<file path="src/rtl/io_input_responder_if.sv">
// rtl/io_input_responder_if.sv - core-side request/response handshake for io_input_responder
interface io_input_responder_if;
    logic        input_flag;
    logic [31:0] user_input;
    logic        input_valid;
    logic        waiting;

    modport master (
        output input_flag,
        input  user_input,
        input  input_valid,
        input  waiting
    );

    modport slave (
        input  input_flag,
        output user_input,
        output input_valid,
        output waiting
    );
endinterface

</file>
<file path="src/rtl/io_input_responder.sv">
// rtl/io_input_responder.sv - debounced pushbutton / switch capture responder for the core input instruction
module io_input_responder #(
    parameter int DATA_W          = 15,
    parameter int DEBOUNCE_CYCLES = 50000,
    parameter int SIGN_EXT        = 0
) (
    input  logic                  CLK,
    input  logic                  reset,
    input  logic                  insert_n,
    input  logic [DATA_W-1:0]     SW,
    output logic                  press_seen,
    io_input_responder_if.slave   bus
);

    localparam int CNT_W = $clog2(DEBOUNCE_CYCLES + 1);
    localparam logic [CNT_W-1:0] CNT_LAST = CNT_W'(DEBOUNCE_CYCLES - 1);

    typedef enum logic [2:0] {
        S_IDLE,
        S_ARMED,
        S_CAPTURE,
        S_DELIVER,
        S_RELEASE
    } state_t;

    logic              r_ins_s1;
    logic              r_ins_s2;
    logic [DATA_W-1:0] r_sw_s1;
    logic [DATA_W-1:0] r_sw_s2;
    logic [CNT_W-1:0]  r_cnt;
    logic              r_press_seen;
    logic              r_press_rise;
    logic [31:0]       r_user_input;
    state_t            r_state;
    state_t            w_state_nxt;
    logic              w_btn;
    logic [31:0]       w_ext;

    always_ff @(posedge CLK or negedge reset) begin
        if (!reset) begin
            r_ins_s1 <= 1'b1;
            r_ins_s2 <= 1'b1;
            r_sw_s1  <= '0;
            r_sw_s2  <= '0;
        end else begin
            r_ins_s1 <= insert_n;
            r_ins_s2 <= r_ins_s1;
            r_sw_s1  <= SW;
            r_sw_s2  <= r_sw_s1;
        end
    end

    assign w_btn = ~r_ins_s2;

    // Any single sample agreeing with the accepted level restarts the count, so
    // only DEBOUNCE_CYCLES consecutive disagreeing samples flip press_seen.
    always_ff @(posedge CLK or negedge reset) begin
        if (!reset) begin
            r_cnt        <= '0;
            r_press_seen <= 1'b0;
            r_press_rise <= 1'b0;
        end else if (w_btn != r_press_seen) begin
            if (r_cnt == CNT_LAST) begin
                r_cnt        <= '0;
                r_press_seen <= w_btn;
                r_press_rise <= w_btn;
            end else begin
                r_cnt        <= r_cnt + CNT_W'(1);
                r_press_rise <= 1'b0;
            end
        end else begin
            r_cnt        <= '0;
            r_press_rise <= 1'b0;
        end
    end

    always_ff @(posedge CLK or negedge reset) begin
        if (!reset) begin
            r_state <= S_IDLE;
        end else begin
            r_state <= w_state_nxt;
        end
    end

    always_comb begin
        w_state_nxt = r_state;
        case (r_state)
            S_IDLE:    if (bus.input_flag && !r_press_seen) w_state_nxt = S_ARMED;
            // Withdrawal takes priority over a press arriving in the same cycle.
            S_ARMED:   if (!bus.input_flag)                 w_state_nxt = S_IDLE;
                       else if (r_press_rise)               w_state_nxt = S_CAPTURE;
            S_CAPTURE:                                      w_state_nxt = S_DELIVER;
            S_DELIVER:                                      w_state_nxt = S_RELEASE;
            S_RELEASE: if (!r_press_seen && !bus.input_flag) w_state_nxt = S_IDLE;
            default:                                        w_state_nxt = S_IDLE;
        endcase
    end

    generate
        if (SIGN_EXT != 0) begin : g_sext
            assign w_ext = {{(32-DATA_W){r_sw_s2[DATA_W-1]}}, r_sw_s2};
        end else begin : g_zext
            assign w_ext = {{(32-DATA_W){1'b0}}, r_sw_s2};
        end
    endgenerate

    always_ff @(posedge CLK or negedge reset) begin
        if (!reset) begin
            r_user_input <= '0;
        end else if (r_state == S_CAPTURE) begin
            r_user_input <= w_ext;
        end
    end

    assign bus.user_input  = r_user_input;
    assign bus.input_valid = (r_state == S_DELIVER);
    assign bus.waiting     = (r_state == S_ARMED);
    assign press_seen      = r_press_seen;

endmodule

</file>
<file path="src/flat_wrapper.sv">
// flat-port wrapper written by rule: the top's interface ports become plain ports
module io_input_responder_flat 
#(
    parameter int DATA_W          = 15,
    parameter int DEBOUNCE_CYCLES = 50000,
    parameter int SIGN_EXT        = 0
)
  (CLK, reset, insert_n, SW, press_seen, bus_input_flag, bus_user_input, bus_input_valid, bus_waiting);
  io_input_responder_if bus_i ();
  input  logic CLK;
  input  logic reset;
  input  logic insert_n;
  input  logic [DATA_W-1:0] SW;
  output logic press_seen;
  input wire logic [$bits(bus_i.input_flag)-1:0] bus_input_flag;
  output wire logic [$bits(bus_i.user_input)-1:0] bus_user_input;
  output wire logic [$bits(bus_i.input_valid)-1:0] bus_input_valid;
  output wire logic [$bits(bus_i.waiting)-1:0] bus_waiting;
  assign bus_i.input_flag = bus_input_flag;
  assign bus_user_input = bus_i.user_input;
  assign bus_input_valid = bus_i.input_valid;
  assign bus_waiting = bus_i.waiting;
  io_input_responder #(.DATA_W(DATA_W), .DEBOUNCE_CYCLES(DEBOUNCE_CYCLES), .SIGN_EXT(SIGN_EXT)) u_core (.CLK(CLK), .reset(reset), .insert_n(insert_n), .SW(SW), .press_seen(press_seen), .bus(bus_i));
endmodule
</file>
<file path="config.mk">
export PLATFORM = sky130hd
export DESIGN_NAME = io_input_responder_flat
export DESIGN_NICKNAME = d
export VERILOG_FILES = /design/src/rtl/io_input_responder_if.sv /design/src/rtl/io_input_responder.sv /design/src/flat_wrapper.sv
export SDC_FILE = /design/constraint.sdc
export NUM_CORES = 1
export LEC_CHECK = 0
export ABC_AREA = 1
export BUFFER_PORTS_ARGS = -buffer_cell sky130_fd_sc_hd__buf_2
export CORE_ASPECT_RATIO = 1.4
export CORE_MARGIN = 10
export CORE_UTILIZATION = 54
export DETAILED_ROUTE_END_ITERATION = 6
export PLACE_DENSITY = 0.78
export SLEW_MARGIN = 25
export SYNTH_ARGS = -nofsm -noshare
export SYNTH_HDL_FRONTEND = slang
export SYNTH_SLANG_ARGS = --single-unit
export TNS_END_PERCENT = 1
</file>
<file path="constraint.sdc">
create_clock -name CLK -period 1.5 [get_ports CLK]
set_input_delay 0.3 -clock CLK [delete_from_list [all_inputs] [get_ports CLK]]
set_output_delay 0.3 -clock CLK [all_outputs]
set_load 0.1 [all_outputs]
</file>
=== Word level (Yosys, flattened, before mapping) ===
Cells that the tools add are included.

* Flip-flop bits (word level): 68
* Output and inout port bits: 35
* Word-level logic and storage cells: 36

* Add/subtract/negate cells: 1
* Equality and inequality tests: 9
* Multiplexer cells: 9
* Bitwise operators: 1
* Reductions and logical operators: 7

{| class="wikitable"
|+ Operators with widths
! operator !! number
|-
| 2-to-1 mux 16 bit || 2
|-
| adder 16 x 1 -> 16 bit, second input constant || 1
|-
| equality test 16 bit, second input constant || 1
|-
| one-hot mux 3 bit (5 select lines) || 1
|-
| 2-to-1 mux 3 bit || 4
|-
| equality test 3 x 2 -> 1 bit, second input constant || 2
|-
| != test 2 x 1 -> 1 bit, second input constant || 2
|-
| equality test 3 x 1 -> 1 bit, second input constant || 1
|-
| equality test 3 bit, second input constant || 1
|-
| zero test 3 bit || 1
|-
| != test 3 x 2 -> 1 bit, second input constant || 1
|-
| AND reduction 3 bit || 1
|-
| logical AND 1 bit || 2
|-
| zero test 1 bit || 2
|-
| 2-to-1 mux 1 bit || 2
|-
| AND reduction 2 bit || 1
|-
| != test 1 bit || 1
|-
| NOT 1 bit || 1
|}

=== Logic depth before layout (Yosys ltp) ===
Gate-level depths: netlist of run 1.

* Word-level depth: 4
* Mapped depth: 8

=== Worst setup path before layout of run 1 ===
Ideal clock, no wire load.

* Kind: register to register
* Start: reg u_core.r_state[2]
* End: reg u_core.r_state[2]
* Library setup time: 76 ps
* Arrival: 2820 ps
* Required time: 1424 ps
* Path slack: -1395 ps
* Cell stages (with the launch flop): 3
* Path buffers: 0
* Cells stage by stage: dfrtp_1 nor3_1 or2_2

* Elaborated cells between the ends (all ways): 10

{| class="wikitable"
|+ RTL lines
! what !! RTL line !! RTL
|-
| start: declaration || io_input_responder.sv:34 || <nowiki>state_t r_state;</nowiki>
|-
| start signal: assignment || io_input_responder.sv:81 || <nowiki>r_state <= w_state_nxt;</nowiki>
|-
| equality test 3 x 2 -> 1 bit || - ||
|-
| via bus_input_valid || flat_wrapper.sv:17 || <nowiki>output wire logic [$bits(bus_i.input_valid)-1:0] bus_input_valid;</nowiki>
|-
| one-hot mux 3 bit (5 select lines) || io_input_responder.sv:87 || <nowiki>case (r_state)</nowiki>
|}

The timed path passes the listed nets, and every way through them passes these cells.
A chain may end at the register's enable or synchronous reset.

=== Worst setup path in the final report of run 1 ===
* Start: reg u_core.r_state[2]
* End: out bus_input_valid

* Word-level cells in the longest chain between the ends: 1

{| class="wikitable"
|+ RTL lines
! what !! RTL line !! RTL
|-
| equality test 3 x 2 -> 1 bit || io_input_responder.sv:116 || <nowiki>assign bus.input_valid = (r_state == S_DELIVER);</nowiki>
|-
| end: declaration || flat_wrapper.sv:17 ||
|}

No other way between the ends.

==> flow_summary.yaml, run 1 <==
critical_path:
  cp-end-kind: "output pin"
  start_kind: "register"
  crit_type: "register to output pin"
  critPathMaxFanout: 3
  worstPathArrival_ns: 1.22
  regToRegSetupSlack_ns: 0.14
  crit_required_ns: 1.20
sta:
  layout_setup_ws_ns: -0.0178
  rsz0062_at_grt: "yes"
  slew_violations: 0
  min_period_over_period_pct: 101
  setup_viol: 2
  fin_crit_ns: 1.52
  finalClockSkew_ns: 0.00628
  hold_viol_final: 0
  clock.fmax_mhz: 659
yosys:
  ys_seq_area_share_pct: 63.1
  ys_async_sr_fraction_pct: 100
  synth_mux_area_share_pct: 0
  yosys.area_share.adder_pct: 0.463
  ys.flop_type: "dfrtp_1"
  syn-instance-count: 273
  syn-cell-area_sq_mm: 0.00270
  synth.area.top_cells: "dfrtp_1 61%, nand2_1 10%, buf_4 4.7%, nor2_1 4.6%, inv_1 3.3%"
  yosysTopAreaCell: "dfrtp_1"
  synth-simple-area-share_pct: 23.0
  avgSynthCellArea_sq_um: 9.89
  synth_compound_area_share_pct: 1.67
  synth_edf_count: 0
  synth_cell_types: 28
  yosysWarnings: 0
  netlist_top_cells_count: "75 x nand2_1, 66 x dfrtp_1, 33 x nor2_1"
  synth.top_cell.area_share_pct: 61.2
  synth.most_common_cell: "nand2_1"
  synth_seq_cells: 68
  synth_top_family_by_area: "simple AND/OR/NAND/NOR gates"
  synth_xor_area_share_pct: 2.87
cts:
  clockRootBuffer: "clkbuf_8"
  cts_buffer_depth: 2
  cts.sinks: 68
  worstSkewPairLatency_ns: 0.33
  cts.reportedPaths.clkPinSlew_ns: 0.07
  numCtsBuffers: 9
  cts_tree: "built"
  htree_levels: 3
floorplanning:
  dieArea_sq_mm: 0.00827
  die_height_um: 104
  start_util_pct: 55.8
  fp.coreArea_sq_mm: 0.00484
  die_w_um: 79.8
  num_io_pins: 54
  num_rows: 30
layout:
  utilization_pct: 67.3
  syn_to_final_growth_pct: 20.7
  nNetsFinal: 344
  antenna_cells: 0
  nFillCells: 377
  final_cell_area_sq_mm: 0.00326
  stdcell_count: 393
  drive_gt1_share_pct: 25.8
place:
  gp_congestion: 0.870
  dp_hpwl_mm: 3.83
  dp.cells: 373
  placed_area_sq_mm: 0.00298
  portBuffers: 36
  place_ws_ns: 0.0717
global_routing:
  grt_max_degree: 38
  antenna_found_initial: 0
  grt_usage_pct: 12.9
  grt_pass1_wl_mm: 8.31
  grt_pass1_vias: 1814
  grt.overflow.total: 0
pwr:
  switchingPower_w: 0.00298
  p_int_w: 0.00356
  pwr-share-seq_pct: 34.3
  p_leak_nw: 1.63
  p_per_area_mw_per_mm2: 2010
  ir_drop_uv: 860
  swShare_pct: 45.6
  p_comb_share_pct: 40.7
  pwr-share-clk_pct: 25.0
drt:
  ant_nets: 0
  post_drt_wl_per_cell_um: 13.1
  first_pass_iters: 4
  postRouteWirelength_mm: 5.16
  vias: 1852
  drc: 0
  avgViaCountPerCell: 4.71
  dr.first_iter.drc_count: 83
worst_hold_path:
  min_path_type: "primary input to register"
run_status:
  violations: "setup timing"
  status: "finished with violations"
run:
  maxCapViolCount: 0
[routing by layer]
layer	global-route usage (%)	vias up	routed length [um]
li1	-	915	-
met1	13.2	870	1970
met2	21.1	53	2700
met3	5.45	14	367
met4	7.20	0	122
met5	0	-	0
[final timing paths]
path                                   startpoint                        to  depth (start not counted)
worst min-delay path                     insert_n           u_core.r_ins_s1                          1
worst max-delay path            u_core.r_state[2]           bus_input_valid                          2
worst max register to register    u_core.r_cnt[0]           u_core.r_cnt[0]                          6
max in group asynchronous                   reset         u_core.r_state[2]                          3
worst min register to register  u_core.r_sw_s1[5]         u_core.r_sw_s2[5]                          0
min in group asynchronous                   reset  u_core.bus.user_input[6]                          2
[timing repair]
action                     CTS  global route
gates resized for setup      5             3
setup buffers                2             1
hold endpoints to repair    12             0
cloned                       0             0
hold buffers                 1             0
setup endpoints to repair    3            13
[cells in the final DEF, fill, tap and decap left out, types with 2 or more instances in the layout]
| cell type | count |
|---|---|
| a31oi_1 | 2 |
| nand4_1 | 4 |
| clkbuf_8 | 10 |
| a21oi_1 | 2 |
| inv_1 | 21 |
| xor2_1 | 3 |
| inv_2 | 4 |
| dfrtp_2 | 2 |
| xnor2_1 | 4 |
| bufinv_16 | 2 |
| nor2_1 | 33 |
| nand3_1 | 9 |
| conb_1 | 17 |
| dfstp_2 | 2 |
| buf_2 | 33 |
| clkinv_4 | 2 |
| nor3_2 | 2 |
| buf_12 | 4 |
| nand2_1 | 75 |
| o21ai_1 | 2 |
| buf_4 | 5 |
| nor2_2 | 3 |
| nand2_2 | 4 |
| nor3_1 | 4 |
| nor2_4 | 2 |
| clkinv_2 | 2 |
| dfrtp_1 | 64 |
[critical path, cell delays in order (launching register included)]
cell and delay (ns):
dfrtp_2 0.44, nor3_4 0.24, buf_12 0.20
[metrics by stage]
step                setup TNS, ns  total power, W  hold WS (ns)
global route               -0.143         0.00686        0.0442
global placement                0         0.00484         0.238
finish                    -0.0331         0.00654        0.0634
detailed placement              0         0.00489         0.239
floorplan                 -0.0659         0.00441       0.00441
CTS                       -0.0812         0.00661        0.0395
[cell families (layout without fill, tap and decap cells)]
kind of cell | count (synthesis) | after routing
AND/OR/NAND/NOR | 142 | 142
flip-flops | 68 | 68
buffers and inverters | 45 | 85
AO/OA/AOI/OAI | 8 | 8
XOR/XNOR | 8 | 8
adder cells (fa/ha/maj) | 1 | 1
other | 1 | 17
[final cells by class]
cell class / instances / area (sq um) / area share (%)
flip-flops and latches: 68 / 1710 / 52.4
multi-input cells: 176 / 852 / 26.2
repair buffers: 43 / 293 / 8.99
clock buffers: 10 / 138 / 4.22
inverters: 26 / 101 / 3.11
clock inverters: 6 / 87.6 / 2.69
well taps: 64 / 80.1 / 2.46
[power groups by stage]
stage / logic [W] / registers (W) / clock network, W
after global placement: 0.00258 / 0.00226 / 0
after global routing: 0.00281 / 0.00227 / 0.00178
after CTS: 0.00268 / 0.00225 / 0.00169
final: 0.00266 / 0.00224 / 0.00164
after floorplan: 0.000821 / 0.00359 / 0
after detailed placement: 0.00261 / 0.00228 / 0
[state kept, by name (all words and copies together), names as in the netlist]
register,cells
u_core.r_cnt,16
u_core.bus.user_input,15
u_core.r_sw_s1,15
u_core.r_sw_s2,15
u_core.r_state,3
u_core.press_seen,1
u_core.r_ins_s1,1
u_core.r_ins_s2,1
u_core.r_press_rise,1
(Power assumes the default switching activity.)
==> run 2, diff against run 1 <==
Settings changed: ABC_AREA 1 to default, CORE_UTILIZATION 54 to 53, PLACE_DENSITY 0.78 to 0.77.
==> run 2 against run 1 <==
  * The flow still finishes with violations (setup timing)
  * Design area decreased by 4.8%
  * Sequential share of layout area increased by 2.7 points
  * First-iteration DRC count increased by 54%
  * Synthesized area decreased by 5.6%
  * Global-route usage decreased by 1.0 points
  * Clock skew about the same
  * Synthesized cell count decreased by 33%
  * Sequential power decreased by 15%
  * Combinational power decreased by 87%
==> flow_summary.yaml, run 2 <==
yosys:
  yosysWarnings: 0
  ys_seq_area_share_pct: 66.8
  synth.most_common_cell: "dfrtp_1"
  synth.top_cell.area_share_pct: 64.8
  synth_seq_cells: 68
  syn-cell-area_sq_mm: 0.00255
  ys_async_sr_fraction_pct: 100
  avgSynthCellArea_sq_um: 13.9
  synth_edf_count: 0
  yosysTopAreaCell: "dfrtp_1"
  ys.flop_type: "dfrtp_1"
  syn-instance-count: 183
  synth_cell_types: 35
  netlist_top_cells_count: "66 x dfrtp_1, 19 x buf_4, 19 x nor2_1"
  synth.area.top_cells: "dfrtp_1 65%, mux2_2 6.6%, buf_4 5.6%, xnor2_1 3.4%, nor2_1 2.8%"
cts:
  cts.sinks: 68
  cts_buffer_depth: 2
  clockRootBuffer: "clkbuf_8"
  worstSkewPairLatency_ns: 0.34
  htree_levels: 3
  cts_tree: "built"
  numCtsBuffers: 9
  cts.reportedPaths.clkPinSlew_ns: 0.07
floorplanning:
  die_w_um: 78.6
  dieArea_sq_mm: 0.00802
  num_rows: 29
  fp.coreArea_sq_mm: 0.00461
  num_io_pins: 54
  die_height_um: 102
  start_util_pct: 55.3
sta:
  setup_viol: 2
  slew_violations: 0
  hold_viol_final: 0
  fin_crit_ns: 1.52
  layout_setup_ws_ns: -0.0250
  finalClockSkew_ns: 0.00591
  rsz0062_at_grt: "yes"
  min_period_over_period_pct: 102
  clock.fmax_mhz: 656
  tns_ns: -0.0379
critical_path:
  start_kind: "register"
  cp-startpoint: "u_core.r_state[2]"
  path_delay_family: "flip-flops"
  crit_type: "register to output pin"
  regToRegSetupSlack_ns: 0.05
  crit_buf_inv: 1
  worstPathArrival_ns: 1.22
  critPathMaxFanout: 3
  r2r-end: "u_core.r_cnt[13]"
  r2r_start: "u_core.r_cnt[1]"
  crit_required_ns: 1.20
  cp.depth: 2
  cp_cell_sequence: "and3b_2, buf_12"
  slowest_stage: "dfrtp_2"
  cp_slowest_stage_delay_ns: 0.43
  cp-end-kind: "output pin"
  rr_worst_depth: 6
  crit_path_end: "bus_input_valid"
layout:
  largest_register_ffs: 16
  syn_to_final_growth_pct: 21.6
  seq_area_sq_mm: 0.00171
  drive_gt1_share_pct: 40.2
  nFillCells: 346
  stdcell_count: 306
  nNetsFinal: 259
  final_cell_area_sq_mm: 0.00310
  final_cell_mix: "63 x dfrtp_1, 33 x buf_2, 19 x nor2_1"
  mostFrequentLayoutCell: "dfrtp_1"
  multi_input_comb_area_sq_um: 773
  antenna_cells: 0
  largest-register: "u_core.r_cnt"
pwr:
  ir_drop_uv: 581
  p_per_area_mw_per_mm2: 1200
  p_total_w: 0.00374
  pwr-share-clk_pct: 39.3
  switchingPower_w: 0.000968
  swShare_pct: 25.9
  p_leak_nw: 1.53
  p_int_w: 0.00277
  p_comb_share_pct: 9.4
  pwr-share-seq_pct: 51.2
global_routing:
  grt_pass1_wl_mm: 7.30
  grt_usage_pct: 11.9
  antenna_found_initial: 0
  grt.overflow.total: 0
  grt_max_degree: 69
  grt_pass1_vias: 1604
place:
  dp.cells: 287
  gp_congestion: 0.782
  portBuffers: 36
  dp_hpwl_mm: 3.09
  placed_area_sq_mm: 0.00286
  place_ws_ns: 0.0462
drt:
  dr.first_iter.drc_count: 128
  postRouteWirelength_mm: 4.32
  post_drt_wl_per_cell_um: 14.1
  avgViaCountPerCell: 4.85
  drc: 0
  vias: 1484
  ant_nets: 0
  first_pass_iters: 4
worst_hold_path:
  min_path_type: "primary input to register"
run_status:
  status: "finished with violations"
  violations: "setup timing"
run:
  maxCapViolCount: 0
## run 2: changes by cell type after synthesis, sizes merged, moves of 5 or more
cell   previous run  this run
nand2            80         6
xnor2             5        10
nand3            11         5
mux2              0        15
nor2             38        20
inv              26         2
## run 2: power by group through the flow
stage                     combinational, W  clock [W]  sequential [W]
after floorplan                   0.000285          0         0.00194
after global placement            0.000355          0         0.00194
after detailed placement          0.000359          0         0.00195
after CTS                         0.000353    0.00151         0.00191
after global routing              0.000373    0.00159         0.00192
final                             0.000353    0.00147         0.00191
## run 2: cell families after synthesis
family | after synthesis | synth area share, %
flops | 68 | 66.8
xor+xnor | 14 | 4.81
simple gates | 56 | 13.2
compound gates | 6 | 1.62
other cells | 1 | 0.147
mux | 16 | 7.02
fa+ha+maj | 1 | 0.491
buf+inv | 21 | 5.89
## run 2: how the worst min path moves through the flow
stage,startpoint,to,slack [ns],cells past startpoint
after global placement,u_core.r_sw_s1[2],u_core.r_sw_s2[2],0.33,0
after global routing,insert_n,u_core.r_ins_s1,0.03,1
after CTS,insert_n,u_core.r_ins_s1,0.04,1
after floorplan,reset,u_core.bus.user_input[0],0.004,0
after detailed placement,u_core.r_sw_s1[12],u_core.r_sw_s2[12],0.33,0
final,insert_n,u_core.r_ins_s1,0.05,1
## run 2: per-stage QoR
step,hold slack (ns),utilization (%)
4_1_cts,0.0401,67.1
2_1_floorplan,0.00441,-
5_1_grt,0.0335,67.3
6_report,0.0536,67.3
3_5_place_dp,0.335,62.1
3_3_place_gp,0.332,62.1
## run 2: final cells by class
class                   instances  area share (%)
clock buffers                  10            4.44
clock inverters                 6            2.06
inverters                       2           0.242
multi-input cells             110            24.9
flip-flops and latches         68            55.1
well taps                      62            2.50
repair buffers                 48            10.8
## run 2: worst reg2reg max path: cells and delay by family, from the launching register on
family,cells,cell delay (ns)
DFF,1,0.39
buffers and inverters,1,0.16
adders and majority gates,1,0.20
and+or+nand+nor,4,0.57
## run 2: per-layer routing
metal | global-route usage [%] | share of wire (%) | vias up
met5 | 0 | 0 | -
met1 | 12.7 | 39 | 726
met4 | 7.05 | 2.5 | 0
li1 | - | - | 705
met3 | 4.75 | 6.2 | 9
met2 | 19.4 | 53 | 44
## run 2: timing repair
| action | 4_1_cts | 5_1_grt |
|---|---|---|
| resized for setup | 4 | 3 |
| gates cloned | 0 | 0 |
| setup buffers | 4 | 0 |
| hold buffers | 1 | 0 |
| pin swaps | 1 | 3 |
| hold endpoints to repair | 66 | 0 |
| endpoints found under the setup margin | 3 | 17 |
==> run 3, diff against run 2 <==
Settings changed: RECOVER_POWER from default to 50.
==> run 3 against run 2 <==
  * The run still ends with setup timing left
  * Combinational power fell by 1%
  * Register-to-register slack is essentially flat
  * Worst setup slack better by 0.00091 ns
  * Clock power about the same
  * Design area fell by 0.40%
  * Hold slack is essentially flat
  * Fmax is essentially flat
  * Flip-flop and latch count unchanged
  * Wire length decreased by 0.21%
  * Non-clock buffer count is the same
  * Critical path depth unchanged
  * Clock-buffer cell count is the same
==> flow_summary.yaml, run 3 (synthesized netlist as in run 2, its figures left out) <==
sta:
  fin_crit_ns: 1.52
  maxSlewHeadroom_pct: 41.6
  clock.fmax_mhz: 656
  hold_slack_ns: 0.0534
  layout_setup_ws_ns: -0.0241
  setup_viol: 2
  min_period_over_period_pct: 102
  hold_viol_final: 0
  finalClockSkew_ns: 0.00617
  rsz0062_at_grt: "yes"
  tns_ns: -0.0370
  worstMarginPinSlew_ns: 0.875
  slew_violations: 0
layout:
  nNetsFinal: 259
  antenna_cells: 0
  largest-register: "u_core.r_cnt"
  syn_to_final_growth_pct: 21.1
  largest_register_ffs: 16
  final_cell_mix: "63 x dfrtp_1, 33 x buf_2, 19 x nor2_1"
  drive_gt1_share_pct: 40.2
  mostFrequentLayoutCell: "dfrtp_1"
place:
  gp_congestion: 0.782
  place_ws_ns: 0.0462
  portBuffers: 36
  dp_hpwl_mm: 3.09
critical_path:
  path_delay_family: "flip-flops"
  start_kind: "register"
  slowest_stage: "dfrtp_2"
  r2r_start: "u_core.r_cnt[1]"
  crit_required_ns: 1.20
  crit_type: "register to output pin"
  cp-end-kind: "output pin"
  cp_cell_sequence: "and3b_2, buf_12"
  worstPathArrival_ns: 1.22
  cp_slowest_stage_delay_ns: 0.43
  critPathMaxFanout: 3
  cp.depth: 2
  rr_worst_depth: 6
  cp-startpoint: "u_core.r_state[2]"
  crit_buf_inv: 1
global_routing:
  grt.overflow.total: 0
  grt_pass1_wl_mm: 7.30
  grt_usage_pct: 11.9
  grt_max_degree: 69
  antenna_found_initial: 0
  grt_pass1_vias: 1604
pwr:
  p_int_w: 0.00276
  p_total_w: 0.00373
  switchingPower_w: 0.000968
  p_comb_share_pct: 9.3
  pwr-share-seq_pct: 51.3
  p_leak_nw: 1.52
  p_per_area_mw_per_mm2: 1210
  pwr-share-clk_pct: 39.4
  swShare_pct: 25.9
  ir_drop_uv: 581
drt:
  drc: 0
  vias: 1485
  avgViaCountPerCell: 4.85
  post_drt_wl_per_cell_um: 14.1
  ant_nets: 0
  dr.first_iter.drc_count: 99
  postRouteWirelength_mm: 4.31
  first_pass_iters: 4
floorplanning:
  num_rows: 29
  dieArea_sq_mm: 0.00802
  start_util_pct: 55.3
  die_height_um: 102
  fp.coreArea_sq_mm: 0.00461
  num_io_pins: 54
  die_w_um: 78.6
cts:
  cts_tree: "built"
  cts.reportedPaths.clkPinSlew_ns: 0.07
  cts.sinks: 68
  htree_levels: 3
  clockRootBuffer: "clkbuf_8"
  worstSkewPairLatency_ns: 0.34
  cts_buffer_depth: 2
  numCtsBuffers: 9
worst_hold_path:
  hp-start: "insert_n"
  min_path_type: "primary input to register"
  min_path_cells: 1
run_status:
  violations: "setup timing"
  status: "finished with violations"
run:
  maxCapViolCount: 0
==> run 3: cell count changes in the layout (fill, tap and decap cells not counted) <==
| cell | delta |
|---|---|
| clkbuf_4 | +1 |
| buf_12 | -1 |
==> run 3: through the flow <==
stage / util, % / cells / area, sq um
after CTS: 67.1 / 306 / 3090
after global placement: 62.1 / 287 / 2860
after floorplan: - / 199 / 2620
final: 67.0 / 306 / 3090
after detailed placement: 62.1 / 287 / 2860
after global routing: 67.0 / 306 / 3090
==> run 3: cell type report <==
type	count	area (sq um)
tap	62	77.6
fill	348	1520
clock inverter	6	63.8
timing repair buffer	48	322
sequential	68	1710
inverter	2	7.51
multi-input combinational	110	773
clock buffer	10	138
==> run 3: worst paths after layout <==
kind                                       to  slack, ns
max                           bus_input_valid      -0.02
min                           u_core.r_ins_s1       0.05
max reg2reg                  u_core.r_cnt[13]       0.06
min reg2reg                u_core.r_sw_s2[14]       0.34
max in group asynchronous   u_core.press_seen       0.16
min in group asynchronous    u_core.r_cnt[11]       0.71
==> run 3: routing by layer <==
layer,global-route usage [%],vias up,part of all wire [%]
met1,12.7,729,40
met3,4.75,9,6.1
li1,-,702,-
met5,0,-,0
met2,19.4,45,52
met4,7.05,0,2.4
==> run 3: power by group through the flow <==
stage | registers [W] | clock network (W) | logic [W]
2_1_floorplan | 0.00194 | 0 | 0.000285
3_3_place_gp | 0.00194 | 0 | 0.000355
3_5_place_dp | 0.00195 | 0 | 0.000359
4_1_cts | 0.00191 | 0.00151 | 0.000353
5_1_grt | 0.00192 | 0.00159 | 0.000368
6_report | 0.00191 | 0.00147 | 0.000348
==> run 3: repair_timing <==
action	4_1_cts	5_1_grt
setup buffers	4	0
endpoints found under the hold margin	66	0
resized for setup	4	3
pin swaps	1	3
hold buffers	1	0
endpoints found under the setup margin	3	17
==> run 3: worst register-to-register path: cells and delay by family, from the launching register on <==
kind	cells	cell delay, ns
buf+inv	1	0.16
fa+ha+maj	1	0.20
flops	1	0.39
simple gates	4	0.58
